File: src/rtl/writeback_regfile_pkg.sv
// Shared condition-code definitions for the writeback register file:
// psr bit positions, reset value and the N/Z/P encoding helper.
package writeback_regfile_pkg;

    typedef logic [2:0] nzp_t;

    localparam int unsigned PSR_N_BIT = 2;
    localparam int unsigned PSR_Z_BIT = 1;
    localparam int unsigned PSR_P_BIT = 0;
    localparam nzp_t        PSR_RESET = 3'b010;

    // Width-independent encoder: callers reduce their data to sign and zero flags.
    function automatic nzp_t nzp_from_flags(input logic neg, input logic zero);
        nzp_t cc;
        cc = '0;
        if (neg)       cc[PSR_N_BIT] = 1'b1;
        else if (zero) cc[PSR_Z_BIT] = 1'b1;
        else           cc[PSR_P_BIT] = 1'b1;
        return cc;
    endfunction

endpackage

File: src/rtl/writeback_regfile_par_nzp_gen.sv
// Combinational two's-complement condition-code generator for a DATA_W-bit value.
module nzp_gen
    import writeback_regfile_pkg::*;
#(
    parameter int DATA_W = 16
) (
    input  logic [DATA_W-1:0] data,
    output logic [2:0]        nzp
);

    always_comb begin
        nzp = nzp_from_flags(data[DATA_W-1], data == '0);
    end

endmodule

File: src/rtl/writeback_regfile_par.sv
// Flop-array register file with registered dual read ports, write-to-read
// forwarding and a processor status register fed by writebacks or direct loads.
module writeback_regfile_par
    import writeback_regfile_pkg::*;
#(
    parameter int DATA_W    = 16,
    parameter int NUM_REGS  = 8,
    parameter int PSR_ON_WB = 1,
    localparam int ADDR_W   = $clog2(NUM_REGS)
) (
    input  logic              clock,
    input  logic              reset,
    input  logic              writeback_en,
    input  logic [ADDR_W-1:0] w_addr,
    input  logic [DATA_W-1:0] w_data,
    input  logic              rd_en,
    input  logic [ADDR_W-1:0] sr1_addr,
    input  logic [ADDR_W-1:0] sr2_addr,
    input  logic              psr_load,
    input  logic [2:0]        psr_load_val,
    output logic              writeback_en_out,
    output logic [2:0]        psr,
    output logic [DATA_W-1:0] VSR1,
    output logic [DATA_W-1:0] VSR2
);

    logic [DATA_W-1:0] regs [NUM_REGS];
    logic [2:0]        wb_cc;
    logic              fwd1;
    logic              fwd2;

    nzp_gen #(.DATA_W(DATA_W)) u_nzp_gen (
        .data (w_data),
        .nzp  (wb_cc)
    );

    always_comb begin
        fwd1 = writeback_en && (sr1_addr == w_addr);
        fwd2 = writeback_en && (sr2_addr == w_addr);
    end

    always_ff @(posedge clock) begin
        if (!reset) begin
            for (int unsigned i = 0; i < NUM_REGS; i++) begin
                regs[i] <= '0;
            end
            VSR1             <= '0;
            VSR2             <= '0;
            psr              <= PSR_RESET;
            writeback_en_out <= 1'b0;
        end else begin
            writeback_en_out <= writeback_en;

            if (writeback_en) begin
                regs[w_addr] <= w_data;
            end

            // Read ports see the value being written this cycle, not the stale entry.
            if (rd_en) begin
                VSR1 <= fwd1 ? w_data : regs[sr1_addr];
                VSR2 <= fwd2 ? w_data : regs[sr2_addr];
            end

            if (psr_load) begin
                psr <= psr_load_val;
            end else if ((PSR_ON_WB != 0) && writeback_en) begin
                psr <= wb_cc;
            end
        end
    end

endmodule
File: config.mk
export PLATFORM = sky130hd
export DESIGN_NAME = writeback_regfile_par
export DESIGN_NICKNAME = d
export VERILOG_FILES = /design/src/rtl/writeback_regfile_pkg.sv /design/src/rtl/writeback_regfile_par_nzp_gen.sv /design/src/rtl/writeback_regfile_par.sv
export SDC_FILE = /design/constraint.sdc
export NUM_CORES = 1
export LEC_CHECK = 0
export ABC_CLOCK_PERIOD_IN_PS = 7100
export BUFFER_PORTS_ARGS = -buffer_cell sky130_fd_sc_hd__buf_2
export CAP_MARGIN = 5
export CORE_ASPECT_RATIO = 0.5
export CORE_MARGIN = 5
export CORE_UTILIZATION = 50
export CTS_BUF_LIST = sky130_fd_sc_hd__clkbuf_4 sky130_fd_sc_hd__clkbuf_8
export DETAILED_ROUTE_END_ITERATION = 10
export PLACE_DENSITY_LB_ADDON = 0.08
export SLEW_MARGIN = 20
export SYNTH_ARGS = -nofsm -noshare
export SYNTH_HDL_FRONTEND = slang
export SYNTH_SLANG_ARGS = --single-unit
export TNS_END_PERCENT = 50
File: constraint.sdc
create_clock -name clock -period 7.1 [get_ports clock]
set_clock_uncertainty 0.2 [all_clocks]
set_input_delay 0.71 -clock clock [delete_from_list [all_inputs] [get_ports clock]]
set_output_delay 0.71 -clock clock [all_outputs]
set_load 0.02 [all_outputs]
==> impl_metrics.toml, run 1 <==
[logic_synthesis]
synth_ff_type = "edfxtp_1"
yosysMostFrequentCell = "and2_1"
synth_edf_count = 128
yosysWarnings = 0
synth-simple-area-share = 0.1301
async_reset_ff_frac = 0
ys_ff_latch = 164
ys_top_cells_by_area = "edfxtp_1 47%, mux4_2 18%, and2_1 10%, dfxtp_1 8.9%, mux2i_1 4.1%"
synthMuxAreaShare = 0.2177
netlist_top_cells_count = "130 x and2_1, 128 x edfxtp_1, 64 x mux4_2, 39 x clkbuf_1"
ys_types = 29
syn-cell-area_um2 = 8138
synth_seq_area_share = 0.5609
netlist.top_cell.by_area = "edfxtp_1"
synth.top_cell.area_share = 0.4723
syn_nets = 597
synth_top_family_by_area = "multiplexers"
synth_fa_ha_area_frac = 0
synth_area_per_cell_um2 = 14.43
synth_compound_area_frac = 0.05443
synth_xor_area_frac = 0.006458
syn_inst = 564

[cts]
post-cts-setup-buffers = 0
root_buffer = "clkbuf_8"
clk_latency_ns = 0.46
cts_hold_buffers = 0
cts_num_sinks = 164
ctsResizeCount = 0
clkTransAtPathRegs_ns = 0.09
cts_max_path_buffers = 2
htreeDepth = 4
cts_tree = "yes"
cts-buffers-inserted = 17

[die]
core_um2 = 16190
dieArea_um2 = 19080
start_util = 0.5028
ioPinCount = 69
die_y_um = 100.2
die_w_um = 190.4
placementRows = 33

[detailed_routing]
viasPerCell = 6.018
final_antenna_net_count = 0
drt_iter0_markers = 484
firstDrtPassIters = 5
wl_um = 21790
routedWlPerCell_um = 25.72
vias = 5097
drc_errors = 0

[timing]
maxSlewViolCount = 0
rsz0062_at_grt = "false"
slew_headroom = 0.2392
fmax_ghz = 0.3348
setup_viol = 0
min_period_over_period = 0.4206
setup_tns_ns = 0
period_minus_slack_ns = 2.986
tightest_slew_ns = 1.141
timing_hold_violations_final = 0

[worst_setup_path]
crit_slowest_cell = "nor3_2"
worstPathMaxFanout = 17
timing.rr.start = "regs[5][3]$_SDFFCE_PN0P_"
cp-startpoint = "reset"
crit_type = "input port to flip-flop"
cp_cell_sequence = "buf_2 > nand3_1 > nor3_2 > nand2b_1"
critPathMaxStageDelay_ns = 0.75
cp.required_ns = 6.99
cp-end-kind = "flip-flop"
cp-start-kind = "input port"
crit_arrival_ns = 2.88

[global_route]
grt_pass1_wl_um = 33330
track_usage = 0.2414
grt_pass1_vias = 5439
grt_max_degree = 34
grt_overflow = 0
antenna_found_initial = 2

[cells_and_area]
area_growth_pct = 11.61
antennaDiodeCount = 0
stdcell_area_um2 = 9082
drive_above_1_share = 0.3113
finish.utilization = 0.5611
finalNetCount = 640
fin_cells = 847

[placement]
placed_cells = 814
io_buffers = 68
dp_hpwl_um = 13640
place.gp.congestion = 0.7820
post_dp_cell_area_um2 = 8656

[power_and_ir_drop]
total_power_mw = 2.117
ir_drop_mv = 0.1244
p_seq_frac = 0.536
power.density_nw_per_um2 = 233.1
p_leak_nw = 3.288
comb_power_share = 0.127
swShare = 0.2714
p_int_mw = 1.542
switching_power_mw = 0.5746
p_clk_frac = 0.337

[worst_hold_path]
min_path_type = "flip-flop to flip-flop"
worstHoldStart = "VSR1[8]$_SDFFE_PN0P_"

[status]
status = "complete, no violations"

[job]
cap_violations = 0
## sequential cells by signal (all words and copies together) (netlist names)
register          cells
writeback_en_out      1
psr                   3
VSR2                 16
VSR1                 16
regs                128
## through the flow
stage | hold WS (ns) | worst slack, ns
after floorplan | 0.3958 | 4.218
after global placement | 0.2699 | 3.841
after detailed placement | 0.2714 | 3.686
after CTS | 0.2953 | 4.162
after global routing | 0.3133 | 3.898
final | 0.2901 | 4.114
## placed cells by master, fill, tap and decap left out, types with 2 or more instances in the layout
master,count
o21ai_2,2
nor2_1,4
clkbuf_8,17
inv_6,7
dfxtp_1,36
nor4_4,2
o21ai_0,33
mux4_2,64
nor3_2,4
edfxtp_1,128
nor2b_1,2
nand3_1,3
xor2_1,6
o21ai_1,2
clkinv_4,3
and2_1,130
nand2_1,3
or4_1,2
nor4_1,4
a22oi_1,32
buf_2,68
nand2b_1,4
buf_4,12
mux2i_1,33
nand2b_2,3
bufinv_16,2
## worst max-delay path: cells and delay by family
kind | cells | cell delay [ns]
simple gates | 3 | 1.84
buf+inv | 1 | 0.32
## cells by family after synthesis
logic type | after synthesis
and+or+nand+nor | 167
DFF | 164
muxes | 97
AOI/OAI and AO/OA | 72
buffers and inverters | 58
xor gates and xnor gates | 6
## power by group through the flow
stage | clock, mW | combinational, mW | sequential, mW
2_1_floorplan | 0 | 0.163 | 1.17
3_3_place_gp | 0 | 0.267 | 1.15
3_5_place_dp | 0 | 0.270 | 1.16
4_1_cts | 0.725 | 0.271 | 1.14
5_1_grt | 0.776 | 0.289 | 1.14
6_report | 0.714 | 0.269 | 1.13
## layout make-up
class                   instances  area, µm²
clock buffers                  18      241.5
clock inverters                14      166.4
fillers                      1356       7103
inverters                       1      3.754
multi-input cells             342       3381
flip-flops and latches        164       4564
well taps                     227      284.0
repair buffers                 81      441.7
## path summary, 6_finish.rpt
kind	end	slack [ns]	cells after the start
worst max register to register	VSR2[3]$_SDFFE_PN0P_	5.48	3
worst max-delay path	regs[1][12]$_SDFFCE_PN0P_	4.11	4
worst min register to register	VSR1[8]$_SDFFE_PN0P_	0.29	2
worst min-delay path	VSR1[8]$_SDFFE_PN0P_	0.29	2
## routing by layer
| layer | track usage | up-vias | wire length (µm) |
|---|---|---|---|
| li1 | - | 2239 | - |
| met1 | 0.3506 | 2628 | 10040 |
| met3 | 0.05351 | 31 | 1477 |
| met4 | 0.07336 | 4 | 408 |
| met2 | 0.3693 | 195 | 9836 |
| met5 | 0 | - | 23 |
No activity file was read; power rests on OpenSTA's default activity.
==> inputs of run 2 (changes only) <==
ABC_AREA = 1   (was default)
ABC_CLOCK_PERIOD_IN_PS = 2400   (was 7100)
clock period = 2.4 ns   (was 7.1 ns; I/O delays follow)
==> run 2 against run 1 <==
Net effect: via count rose by 60%; flip-flop and latch count unchanged; setup slack got worse by 4.0 ns; largest cell class unchanged; critical path type unchanged.
==> impl_metrics.toml, run 2 <==
[global_route]
grt_max_degree = 72
grt_pass1_wl_um = 44530
grt_pass1_vias = 7380
track_usage = 0.2962
busiest_layer = "met1"
grt_overflow = 0
antenna_found_initial = 0
grtUsageMet3 = 0.1156
grt_use_met2 = 0.4111
grt.met1_usage = 0.4426

[timing]
fmax_ghz = 0.4311
setup_tns_ns = 0
min_period_over_period = 0.9665
tightest_slew_ns = 0.6320
rsz0062_at_grt = "false"
timing_hold_violations_final = 0
hold_slack_ns = 0.1043
setup_ws_ns = 0.08030
setup_viol = 0
slew_headroom = 0.5771
period_minus_slack_ns = 2.320
maxSlewViolCount = 0

[placement]
dp_hpwl_um = 19880
place.gp.congestion = 0.8996
io_buffers = 68
post_dp_cell_area_um2 = 9271
pre_cts_ws_ns = 0.3763

[logic_synthesis]
synth.top_cell.area_share = 0.4455
yosysMostFrequentCell = "nor2_1"
netlist.top_cell.by_area = "edfxtp_1"
async_reset_ff_frac = 0
ys_types = 30
syn-cell-area_um2 = 8628
ys_top_cells_by_area = "edfxtp_1 45%, nor2_1 10%, nand3_1 9.7%, nand2_1 9.0%, dfxtp_1 8.4%"
synth_seq_area_share = 0.5290
synth_area_per_cell_um2 = 8.026
yosysWarnings = 0
synth_ff_type = "edfxtp_1"
syn_inst = 1075
syn_nets = 1108
ys_ff_latch = 164
netlist_top_cells_count = "230 x nor2_1, 206 x nand2_1, 167 x nand3_1, 128 x edfxtp_1, 74 x o21ai_0"
synth_edf_count = 128

[job]
cap_violations = 0

[status]
status = "complete, no violations"

[cts]
clkTransAtPathRegs_ns = 0.10
root_buffer = "clkbuf_8"
cts_num_sinks = 164
htreeDepth = 4
cts_max_path_buffers = 2
clk_latency_ns = 0.45
cts_tree = "yes"
cts-buffers-inserted = 17
post-cts-setup-buffers = 0

[worst_setup_path]
crit_arrival_ns = 2.46
crit_type = "input port to flip-flop"
cp-end-kind = "flip-flop"
cp.required_ns = 2.54
cp-start-kind = "input port"
worstPathMaxFanout = 25

[die]
die_y_um = 102.9
start_util = 0.5185
dieArea_um2 = 20140
ioPinCount = 69
placementRows = 33
core_um2 = 16640
die_w_um = 195.8

[power_and_ir_drop]
ir_drop_mv = 0.3603
power.density_nw_per_um2 = 655.9
p_leak_nw = 4.125

[detailed_routing]
firstDrtPassIters = 6
vias = 8144
wl_um = 29620
routedWlPerCell_um = 21.45
viasPerCell = 5.897
drt_iter0_markers = 1301
final_antenna_net_count = 0
drc_errors = 0

[cells_and_area]
drive_above_1_share = 0.1534
stdcell_area_um2 = 9783
finalNetCount = 1174
finish.utilization = 0.5879
layout_commonest_cell = "nor2_1"
area_growth_pct = 13.38
largest_reg_flops = 128
top_register = "regs"
top_regs = "regs (128), VSR1 (16), VSR2 (16)"
final_cell_mix = "230 x nor2_1, 206 x nand2_1, 167 x nand3_1"
nFillCells = 1500
antennaDiodeCount = 0

[worst_hold_path]
min_path_type = "input port to flip-flop"
-- run 2: changes by cell type in the layout (fill, tap and decap cells not counted), sizes merged, moves of 39 or more --
cell   change
nor2     +229
nand2    +213
buf       +39
nand3    +164
mux4      -64
inv       +44
o21ai     +48
and2     -130
a21oi     +40
-- run 2: cell families after synthesis --
family | share of synthesized area
simple gates | 0.3121
flops | 0.5290
compound gates | 0.09020
buf+inv | 0.06685
xor+xnor | 0.001886
-- run 2: area by class of cell --
class                      instances  area [µm²]  area share
multi-input combinational        777        3487      0.3564
sequential                       164        4564      0.4666
tap                              227       284.0     0.02903
inverter                          48       183.9     0.01880
timing repair inverter             1       5.005   0.0005116
clock inverter                    14       141.4     0.01445
clock buffer                      18       241.5     0.02468
timing repair buffer             132       875.8     0.08953
-- run 2: worst paths after layout --
kind	start	cells after the start	endpoint	slack [ns]
worst max-delay path	reset	7	psr[1]$_SDFFE_PN1P_	0.08
worst min-delay path	w_data[13]	4	regs[2][13]$_SDFFCE_PN0P_	0.10
worst max register to register	psr[1]$_SDFFE_PN1P_	4	psr[1]$_SDFFE_PN1P_	0.29
worst min register to register	VSR2[15]$_SDFFE_PN0P_	2	VSR2[15]$_SDFFE_PN0P_	0.27
-- run 2: worst max-delay path, cell delays in order --
cell	delay (ns)
buf_2	0.10
buf_4	0.32
clkinvlp_4	0.32
a221oi_1	0.28
dlygate4sd3_1	0.59
o31ai_1	0.06
dlygate4sd3_1	0.54
-- run 2: what timing repair did --
item,in CTS,in global routing
endpoints found under the hold margin,10,0
hold buffers,12,0
endpoints found under the setup margin,0,1
resized for setup,0,1
-- run 2: metal layers --
layer,wire length (µm),share of wire
met5,0,0
met4,337,0.011
met3,4787,0.16
met2,11600,0.39
met1,12900,0.44
-- run 2: report_power, final --
part	switching (mW)	internal, mW	total, mW
combinational	0.746	0.318	1.06
clock	1.14	0.864	2.01
sequential	0.102	3.24	3.35
total	1.99	4.43	6.42
-- run 2: through the flow --
| step | power (mW) | instances |
|---|---|---|
| 5_1_grt | 6.650 | 1381 |
| 4_1_cts | 6.390 | 1380 |
| 3_5_place_dp | 4.416 | 1336 |
| 6_report | 6.417 | 1381 |
| 2_1_floorplan | 4.008 | 1075 |
| 3_3_place_gp | 4.397 | 1336 |
